**src/rtl/add_arbiter.sv**
```systemverilog
// Round-robin arbiter feeding a shared, stallable LATENCY-stage adder pipeline.
// One accepted operation per cycle; results emerge in acceptance order.
module add_arbiter #(
  parameter int NUM_REQ = 2,
  parameter int WIDTH   = 32,
  parameter int LATENCY = 2
) (
  input  logic                       clk,
  input  logic                       rst,
  input  logic [NUM_REQ-1:0]         req_valid,
  output logic [NUM_REQ-1:0]         req_ready,
  input  logic [NUM_REQ*WIDTH-1:0]   req_a,
  input  logic [NUM_REQ*WIDTH-1:0]   req_b,
  output logic                       out_valid,
  input  logic                       out_ready,
  output logic [WIDTH-1:0]           out_sum,
  output logic                       out_carry,
  output logic [$clog2(NUM_REQ)-1:0] out_id,
  output logic                       idle,
  output logic [15:0]                issue_count
);

  localparam int ID_W = $clog2(NUM_REQ);

  logic [ID_W-1:0]  ptr;
  logic [ID_W-1:0]  winner;
  logic [ID_W-1:0]  next_ptr;
  logic             found;
  logic             stall;
  logic             accept;
  logic [WIDTH-1:0] a_sel;
  logic [WIDTH-1:0] b_sel;
  logic [WIDTH:0]   add_res;

  logic [LATENCY-1:0] vld;
  logic [WIDTH-1:0]   sum_q   [LATENCY];
  logic               carry_q [LATENCY];
  logic [ID_W-1:0]    id_q    [LATENCY];

  assign stall  = out_valid & ~out_ready;
  assign accept = found & ~stall & rst;

  always_comb begin
    int unsigned      idx;
    logic [ID_W-1:0]  cand;
    winner = ptr;
    found  = 1'b0;
    idx    = 0;
    cand   = '0;
    for (int unsigned k = 0; k < NUM_REQ; k++) begin
      idx  = (32'(ptr) + k) % 32'(NUM_REQ);
      cand = ID_W'(idx);
      if (!found && req_valid[cand]) begin
        found  = 1'b1;
        winner = cand;
      end
    end
  end

  always_comb begin
    req_ready = '0;
    if (accept)
      req_ready[winner] = 1'b1;
  end

  assign next_ptr = (winner == ID_W'(NUM_REQ - 1)) ? '0 : winner + 1'b1;

  assign a_sel   = req_a[int'(winner)*WIDTH +: WIDTH];
  assign b_sel   = req_b[int'(winner)*WIDTH +: WIDTH];
  assign add_res = {1'b0, a_sel} + {1'b0, b_sel};

  always_ff @(posedge clk or negedge rst) begin
    if (!rst) begin
      vld         <= '0;
      ptr         <= '0;
      issue_count <= '0;
    end else begin
      if (!stall)
        vld <= LATENCY'({vld, accept});
      if (accept) begin
        ptr         <= next_ptr;
        issue_count <= issue_count + 16'd1;
      end
    end
  end

  // The add is resolved on entry; later stages only carry the result along.
  always_ff @(posedge clk) begin
    if (!stall) begin
      sum_q[0]   <= add_res[WIDTH-1:0];
      carry_q[0] <= add_res[WIDTH];
      id_q[0]    <= winner;
    end
  end

  for (genvar s = 1; s < LATENCY; s++) begin : g_stage
    always_ff @(posedge clk) begin
      if (!stall) begin
        sum_q[s]   <= sum_q[s-1];
        carry_q[s] <= carry_q[s-1];
        id_q[s]    <= id_q[s-1];
      end
    end
  end

  assign out_valid = vld[LATENCY-1];
  assign out_sum   = sum_q[LATENCY-1];
  assign out_carry = carry_q[LATENCY-1];
  assign out_id    = id_q[LATENCY-1];
  assign idle      = ~|vld;

endmodule

```
**config.mk**
```make
export PLATFORM = sky130hd
export DESIGN_NAME = add_arbiter
export DESIGN_NICKNAME = d
export VERILOG_FILES = /design/src/rtl/add_arbiter.sv
export SDC_FILE = /design/constraint.sdc
export NUM_CORES = 1
export LEC_CHECK = 0
export ABC_AREA = 1
export BUFFER_PORTS_ARGS = -buffer_cell sky130_fd_sc_hd__buf_2
export CORE_MARGIN = 2
export CORE_UTILIZATION = 57
export DETAILED_ROUTE_END_ITERATION = 12
export GPL_TIMING_DRIVEN = 0
export PLACE_DENSITY_LB_ADDON = 0.2
export SLEW_MARGIN = 20
export SYNTH_ARGS = -nofsm -noshare
export SYNTH_HDL_FRONTEND = slang
export SYNTH_SLANG_ARGS = --single-unit
export TNS_END_PERCENT = 1
```
**constraint.sdc**
```tcl
create_clock -name clk -period 4.5 [get_ports clk]
set_input_delay 0.45 -clock clk [delete_from_list [all_inputs] [get_ports clk]]
set_output_delay 0.45 -clock clk [all_outputs]
set_load 0.01 [all_outputs]
```
==> summary.txt, run 1 <==
Global routing
  • Initial antenna violation count: 0
  • Most heavily used metal layer in global routing: met2
  • Via count of the first global-routing pass: around 5,400
  • Largest net degree at the start of global routing: 50
  • Met1 Usage GRT: 36.06%
  • Met2 capacity usage during global routing: between 40% and 50%
  • Grt ovf: 0
  • Tot GR Track Use: approximately a quarter
  • Met3 global-route usage: under 10%
  • Wire length of the first global-routing pass: around 24 mm

Yosys
  • Post-Synthesis Cells: 914
  • Post-synth net total: 1,081
  • Count of distinct cell types in the synthesized netlist: 30
  • Warning count from the yosys run: 0
  • Sequential share of the synthesized area: between 30% and 40%
  • Summed instance area of the synthesized netlist: between 0.006 and 0.007 sq mm
  • Avg Synthesized Cell Area: 7.045 sq um
  • Top cell type by total area after synthesis: edfxtp_1
  • Cell types occupying the most area after synthesis: edfxtp_1 32%, nand2_1 25%, dfrtp_1 7.4%
  • Number of synthesized register bits: between 80 and 90
  • Proportion of netlist area held by the largest area contributor: 31.71%

Detailed routing
  • Post-detailed-route via-to-cell ratio: 4.772
  • Number of design-rule violations left by the first detailed-router iteration: 452
  • DRC errors left: 0
  • Via count: 5,998
  • Wirelength, routed: 14.98 mm
  • Avg WL per Cell: between 10 and 15 um
  • Number of search-and-repair iterations in the first detailed-routing pass: 6
  • Antenna viol nets, final: 0

Clock tree
  • Reg clk slew, reported paths: around 70 ps
  • Clock latency reported for the late side of the worst-skew pair: around 340 ps
  • Sinks on Clock Net: slightly below 90
  • CTS Buffer Depth: 2
  • Clock tree from TritonCTS: yes
  • CTS Buf Count: 9
  • Number of H-tree branching levels: 3
  • Hold-fix buffers, CTS: 0
  • Clock tree root driver cell: clkbuf_16
  • Cts repair resizes: 0
  • Post-CTS setup buffers: 0

Timing
  • Worst-case headroom to the max-slew limit: just under 70%
  • Final TNS setup: 0 ps
  • RSZ-0062 raised after global routing: false
  • Final period util: approximately 70%
  • Transition time at the pin with the least slew margin: 489.2 ps
  • Final Worst Setup Slack: 1347 ps
  • Minimum clock period after layout: between 3000 and 4000 ps
  • Final setup violation count: 0
  • Hold violation total from the final report: 0
  • Fmax: ~320 MHz
  • Worst Clk Skew: around 8 ps
  • Final Max Tran Viols: 0

Die
  • Total die area: approximately 0.012 sq mm
  • Y dimension of the die: approximately 110 um
  • Standard cell core area: between 0.01 and 0.015 sq mm
  • Number of top-level pins: 187
  • Standard-cell row count: 38
  • Horizontal die dimension: 110.3 um
  • Starting utilization of the core area: 58.88%

Finish
  • Layout-stage area growth over the synthesis result: 22.02%
  • Layout cells sized above 1: about a quarter
  • Final standard cell area without fillers: just under 0.008 sq mm
  • Final-stage net count: ~1,300
  • N_diodes: 0
  • Count of placed standard cells in the final layout, fillers left out: about 1,300

Placed design
  • Cell area after placement: approximately 0.0076 sq mm
  • Placed insts: roughly 1,200
  • Number of buffer cells added on primary ports: 186
  • Minimum setup slack after placement: ~1200 ps
  • RD Place Congestion: 0.9346
  • Detail Placement HPWL: around 12 mm

Worst setup path
  • Worst R2R Start: ptr$_DFFE_PN0P_
  • CP startpoint: ptr$_DFFE_PN0P_
  • Kind of start point of the critical path: register
  • Arrival time at the worst endpoint: around 3200 ps
  • Endpoint type of the worst setup path: register
  • Type of the worst setup path: register to register
  • Register-to-Register Path Depth: 18
  • Highest fanout seen on the critical path: 10
  • Required time at the endpoint of the critical path: around 4600 ps

Flow run
  • Maximum Capacitance Violations: 0

Power and ir drop
  • Final total power: 3.869 mW
  • Pwr per Cell Area: 492.5 mW/mm^2
  • Cell leakage power: approximately 4.6 nW
  • Maximum ir drop on the vdd rail: between 0.0003 and 0.0004 V

Outcome
  • Outcome: complete, no violations

Min path
  • Hold crit path type: input port to asynchronous set/reset pin
[routing by layer]
metal  up-vias  wire length, um
li1       3171                -
met1      2577             7016
met2       232             6674
met4         0              216
met3        18             1069
met5         -                0
[per-stage QoR]
stage / hold WS, ps / util (%)
6_report: 45.69 / 71.84
2_1_floorplan: 154.4 / -
4_1_cts: 54.77 / 71.84
3_3_place_gp: 400.2 / 68.99
3_5_place_dp: 404.5 / 69.27
5_1_grt: 74.55 / 71.84
[power breakdown]
group	leakage [nW]	switching, mW	total, mW	internal (mW)
Combinational	3.54	1.05	1.76	0.708
Sequential	0.925	0.112	1.40	1.29
Clock	0.133	0.324	0.706	0.381
Total	4.60	1.49	3.87	2.38
[cell usage after synthesis (all sizes together)]
| cell type | count |
|---|---|
| nor2 | 53 |
| or2 | 1 |
| nand3b | 2 |
| xor2 | 22 |
| a21o | 1 |
| a21oi | 21 |
| xnor2 | 7 |
| nor3b | 1 |
| nand4 | 6 |
| nand3 | 38 |
| nor3 | 7 |
| o21ai | 5 |
| edfxtp | 68 |
| fa | 1 |
| inv | 133 |
| nand2 | 448 |
| buf | 43 |
| o21bai | 1 |
| dfrtp | 19 |
| ha | 33 |
| clkbuf | 4 |
[cell type report]
class | instances | area, sq um
buffer | 47 | 312.8
clock buffer | 9 | 225.2
clock inverter | 7 | 56.30
fill | 932 | 3079
inverter | 133 | 501.7
multi-input combinational | 647 | 3109
sequential | 87 | 2517
tap | 140 | 175.2
timing repair buffer | 187 | 958.4
[final timing paths]
path	slack (ps)	to
max	1350	sum_q[0][24]$_DFFE_PN_
min reg2reg	420	sum_q[0][57]$_DFFE_PN_
min in group clk	420	sum_q[0][57]$_DFFE_PN_
max in group asynchronous	4140	ptr$_DFFE_PN0P_
max reg2reg	1350	sum_q[0][24]$_DFFE_PN_
min	50	issue_count[5]$_DFFE_PN0P_
[critical path, cell delays in order (launching register included)]
cell and delay (ps):
dfrtp_1 400, nand2_1 80, nand2_1 40, o21ai_1 150
inv_2 110, buf_2 230, buf_2 220, nand2_1 70
nand2_1 50, ha_1 240, fa_1 480, nand3_1 120
nand3_1 120, nand2_1 100, nand2_2 80, nand3_1 140
nand3_1 110, nand2_1 70, nand2_1 60
[sequential cells by signal, summed over array words and instances (netlist names)]
name / flops
vld: 2
ptr: 1
issue_count: 16
carry_q: 2
sum_q: 64
id_q: 2
[logic make-up (layout without fill, tap and decap cells)]
logic type                 Yosys count  in the layout  share of synthesized area, %
AOI/OAI and AO/OA                   28             28                         2.254
xor gates and xnor gates            29             29                         3.945
adders and majority gates           34             34                         6.724
buffers and inverters              180            383                         12.61
DFF                                 87             87                         39.10
and+or+nand+nor                    556            556                         35.37
[cells in the final DEF (no fill, tap or decap), drive strengths merged]
master      n
a21o        1
a21oi      21
buf       230
clkbuf     13
clkinv      2
clkinvlp    2
dfrtp      19
edfxtp     68
fa          1
ha         33
inv       136
nand2     448
nand3      38
nand3b      2
nand4       6
nor2       53
nor3        7
nor3b       1
o21ai       5
o21bai      1
or2         1
xnor2       7
xor2       22
Note: power is estimated with default switching activity, not from simulation.
==> inputs of run 2 (changes only) <==
--- a/config.mk
+++ b/config.mk
@@ -5,10 +5,10 @@
 export SDC_FILE = /design/constraint.sdc
 export NUM_CORES = 1
 export LEC_CHECK = 0
-export ABC_AREA = 1
+export ABC_AREA = 0
 export BUFFER_PORTS_ARGS = -buffer_cell sky130_fd_sc_hd__buf_2
 export CORE_MARGIN = 2
-export CORE_UTILIZATION = 57
+export CORE_UTILIZATION = 52
 export DETAILED_ROUTE_END_ITERATION = 12
 export GPL_TIMING_DRIVEN = 0
 export PLACE_DENSITY_LB_ADDON = 0.2
==> constraint.sdc (replaced) <==
create_clock -name clk -period 3.2 [get_ports clk]
set_input_delay 0.32 -clock clk [delete_from_list [all_inputs] [get_ports clk]]
set_output_delay 0.32 -clock clk [all_outputs]
set_load 0.01 [all_outputs]
==> run 2 against run 1 <==
  * Cell count is 30% lower
  * Count of clock-buffer cells in the layout increased by 2
  * Power increased by 37%
  * Cell area hardly changed
  * Clock power rose by 4.2%
  * Routed wire length shrank 8.2%
  * Non-clock buffer count increased by 25
  * Sequential share of layout area is essentially flat
  * Synthesized cell count fell by 43%
  * Clock skew grew 2.3 ps
==> summary.txt, run 2 <==
Clock tree
  • Clock tree from TritonCTS: yes
  • Reg clk slew, reported paths: 80 ps (about the same)
  • Clock latency reported for the late side of the worst-skew pair: 360 ps (+20 ps)
  • Number of H-tree branching levels: 3 (unchanged)
  • Clock tree root driver cell: clkbuf_8
  • CTS Buf Count: 9 (unchanged)
  • CTS Buffer Depth: 2 (unchanged)
  • Sinks on Clock Net: 87 (unchanged)

Die
  • Standard-cell row count: 38 (unchanged)
  • Standard cell core area: 0.01089 sq mm (-0.44%)
  • Y dimension of the die: 110.0 um (-0.29%)
  • Starting utilization of the core area: 53.62% (-5.3 points)
  • Number of top-level pins: 187 (unchanged)
  • Total die area: 0.01209 sq mm (-0.58%)
  • Horizontal die dimension: 110.0 um (-0.29%)

Timing
  • Worst hold slack across all endpoints: 371.8 ps (+326.1 ps)
  • Final Max Tran Viols: 0 (unchanged)
  • Minimum clock period after layout: 3145 ps (-7.769 ps)
  • Fmax: 317.9 MHz (+0.25%)
  • RSZ-0062 raised after global routing: true
  • Worst Clk Skew: 10.10 ps (+2.265 ps)
  • Transition time at the pin with the least slew margin: 473.6 ps (-15.65 ps)
  • Hold violation total from the final report: 0 (unchanged)
  • Final setup violation count: 0 (unchanged)
  • Final TNS setup: 0 ps (unchanged)
  • Final period util: 98.29% (+28 points)
  • Final Worst Setup Slack: 54.79 ps (-1292 ps)
  • Worst-case headroom to the max-slew limit: 68.36% (+0.98 points)

Worst setup path
  • Sequence of cells on the critical path: nor2_2 -> o21ai_2 -> buf_6 -> buf_12 -> buf_4 -> mux2_2 -> ha_1 -> buf_2 -> a21oi_4 -> a21boi_1 -> o21ai_2 -> a21oi_2 -> o41ai_2 -> xnor2_1
  • Type of the worst setup path: register to register
  • CP startpoint: ptr$_DFFE_PN0P_
  • Max stage delay cell, worst path: dfrtp_1
  • Most repeated library cell on the critical path: o21ai_2
  • Kind of start point of the critical path: register
  • R2R setup slack: 50 ps (-1290 ps)
  • Endpoint of the most critical register-to-register path: sum_q[0][25]$_DFFE_PN_
  • Required time at the endpoint of the critical path: 3290 ps (-1290 ps)
  • Endpoint type of the worst setup path: register
  • Highest fanout seen on the critical path: 9 (-1)
  • Last element of the critical path: sum_q[0][25]$_DFFE_PN_
  • Worst R2R Start: ptr$_DFFE_PN0P_
  • Register-to-Register Path Depth: 14 (-4)
  • Arrival time at the worst endpoint: 3240 ps (about the same)
  • Maximum single-stage delay on the critical path: 410 ps (-70 ps)

Flow run
  • Maximum Capacitance Violations: 0 (unchanged)

Power and ir drop
  • Pwr per Cell Area: 674.5 mW/mm^2 (+37%)
  • Fraction of power consumed by the clock network: 13.9% (-4.3 points)
  • Cell-internal power: 3.469 mW (+46%)
  • Net Switching: 1.826 mW (+23%)
  • Share of total power in combinational logic: 49.1% (+3.6 points)
  • Maximum ir drop on the vdd rail: 0.0003763 V (+7.3%)
  • Cell leakage power: 3.409 nW (-26%)
  • Switch share: 34.49% (-4.0 points)
  • Final total power: 5.296 mW (+37%)
  • Flop pwr share: 37.0% (+0.8 points)

Finish
  • Most common library cell in the layout ignoring fill and taps: buf_2
  • Largest register FFs: 64 (unchanged)
  • Top register by number of flip-flops: sum_q
  • Layout cells sized above 1: 55.39% (+30 points)
  • Layout-stage area growth over the synthesis result: 34.48%
  • N_diodes: 0 (unchanged)
  • Most used cells in the layout excluding fill and tap cells: 194 x buf_2, 68 x edfxtp_1, 58 x mux2_2
  • Final-stage net count: 904 (-29%)
  • Registers with the most flip-flops: sum_q x64, issue_count x16

Global routing
  • Via count of the first global-routing pass: 4,404 (-18%)
  • Tot GR Track Use: 21.90% (-4.1 points)
  • Grt ovf: 0 (unchanged)
  • Initial antenna violation count: 0 (unchanged)
  • Wire length of the first global-routing pass: 20.44 mm (-16%)
  • Largest net degree at the start of global routing: 65 (+30%)

Detailed routing
  • Antenna viol nets, final: 0 (unchanged)
  • Post-detailed-route via-to-cell ratio: 5.395 (+13%)
  • Via count: 4,758 (-21%)
  • Number of search-and-repair iterations in the first detailed-routing pass: 5 (-1)
  • Number of design-rule violations left by the first detailed-router iteration: 340 (-25%)
  • Wirelength, routed: 13.75 mm (-8.2%)
  • Avg WL per Cell: 15.59 um (+31%)
  • DRC errors left: 0 (unchanged)

Yosys
  • EDFF count, synth: 68 (unchanged)
  • Post-synth net total: 690 (-36%)
  • Most frequent cells after synthesis: 68 x edfxtp_1, 65 x mux2_2, 35 x a21oi_1, 33 x ha_1
  • Main synth FF type: edfxtp_1
  • Post-synth ARST share: 21.84% (unchanged)
  • Cell types occupying the most area after synthesis: edfxtp_1 35%, mux2_2 13%, dfrtp_1 8.1%
  • Number of synthesized register bits: 87 (unchanged)
  • Summed instance area of the synthesized netlist: 0.005838 sq mm (-9.3%)
  • Proportion of netlist area held by the largest area contributor: 34.98% (+3.3 points)
  • Top cell type by total area after synthesis: edfxtp_1
  • Warning count from the yosys run: 0 (unchanged)
  • Top-count cell post-synth: edfxtp_1
  • Avg Synthesized Cell Area: 11.16 sq um (+58%)
  • Sequential share of the synthesized area: 43.12% (+4.0 points)
  • Post-Synthesis Cells: 523 (-43%)
  • Count of distinct cell types in the synthesized netlist: 55 (+83%)

Outcome
  • Outcome: complete, no violations

Placed design
  • RD Place Congestion: 0.9275 (-0.76%)
  • Minimum setup slack after placement: -680.8 ps (-1874 ps)
  • Detail Placement HPWL: 10.26 mm (-15%)
  • Number of buffer cells added on primary ports: 186 (unchanged)

Min path
  • Hold crit path type: input port to register
run 2: cell type report:
cell class / instances / area, sq um
Inverter: 5 / 21.27
Sequential cell: 87 / 2517
Clock buffer: 11 / 131.4
Tap cell: 140 / 175.2
Buffer: 52 / 449.2
Clock inverter: 5 / 58.81
Multi-Input combinational cell: 375 / 3349
Fill cell: 769 / 3037
Timing Repair Buffer: 207 / 1149
run 2: metrics by stage:
| stage | std cells | util (%) | area (sq um) |
|---|---|---|---|
| 3_5_place_dp | 850 | 64.05 | 6974 |
| 4_1_cts | 872 | 67.13 | 7310 |
| 2_1_floorplan | 523 | - | 5838 |
| 6_report | 882 | 72.11 | 7851 |
| 3_3_place_gp | 849 | 63.78 | 6944 |
| 5_1_grt | 882 | 72.11 | 7851 |
run 2: timing repair:
item                                    CTS  global route
gates cloned                              0             1
endpoints found under the hold margin    19             0
pin swaps                                 7            27
endpoints found under the setup margin   25            21
gates resized for setup                  30            96
setup buffers                             5            13
hold buffers                              1             0
run 2: critical path: cells and delay by family, from the launching register on:
kind                     cells  cell delay [ps]
flip-flops                   1              410
XOR/XNOR                     1              150
AND/OR/NAND/NOR              1               70
AO/OA/AOI/OAI                6             1010
buffers and inverters        4              610
adder cells (fa/ha/maj)      1              280
multiplexers                 1              330
run 2: worst min path at each step:
| stage | from | end | slack [ps] | cells after the start |
|---|---|---|---|---|
| after CTS | out_ready | vld[0]$_DFFE_PN0N_ | 360 | 3 |
| final | out_ready | vld[0]$_DFFE_PN0N_ | 370 | 3 |
| after global routing | out_ready | vld[0]$_DFFE_PN0N_ | 370 | 3 |
| after global placement | rst | issue_count[0]$_DFFE_PN0P_ | 270 | 1 |
| after floorplan | rst | issue_count[0]$_DFFE_PN0P_ | 20 | 0 |
| after detailed placement | rst | issue_count[0]$_DFFE_PN0P_ | 290 | 1 |
run 2: logic make-up (layout without fill, tap and decap cells):
group	Yosys count	count (layout)	share of synthesized area, %
multiplexers	65	65	12.54
AND/OR/NAND/NOR	123	123	10.57
buffers and inverters	61	280	7.180
AO/OA/AOI/OAI	109	109	12.58
XOR/XNOR	44	44	6.601
flip-flops	87	87	43.12
adder cells (fa/ha/maj)	34	34	7.415
run 2: power by group through the flow:
stage | Sequential (mW) | Combinational [mW] | Clock (mW)
floorplan | 1.97 | 1.56 | 0
global placement | 1.96 | 2.14 | 0
detailed placement | 1.99 | 2.19 | 0
CTS | 1.96 | 2.27 | 0.754
global route | 2.00 | 2.82 | 0.796
finish | 1.96 | 2.60 | 0.736
run 2: layer usage:
| metal | up-vias | track usage (%) | routed length [um] |
|---|---|---|---|
| li1 | 2334 | - | - |
| met1 | 2205 | 29.38 | 6005 |
| met2 | 197 | 36.37 | 6698 |
| met3 | 22 | 3.794 | 882 |
| met4 | 0 | 6.239 | 165 |
| met5 | - | 0 | 0 |
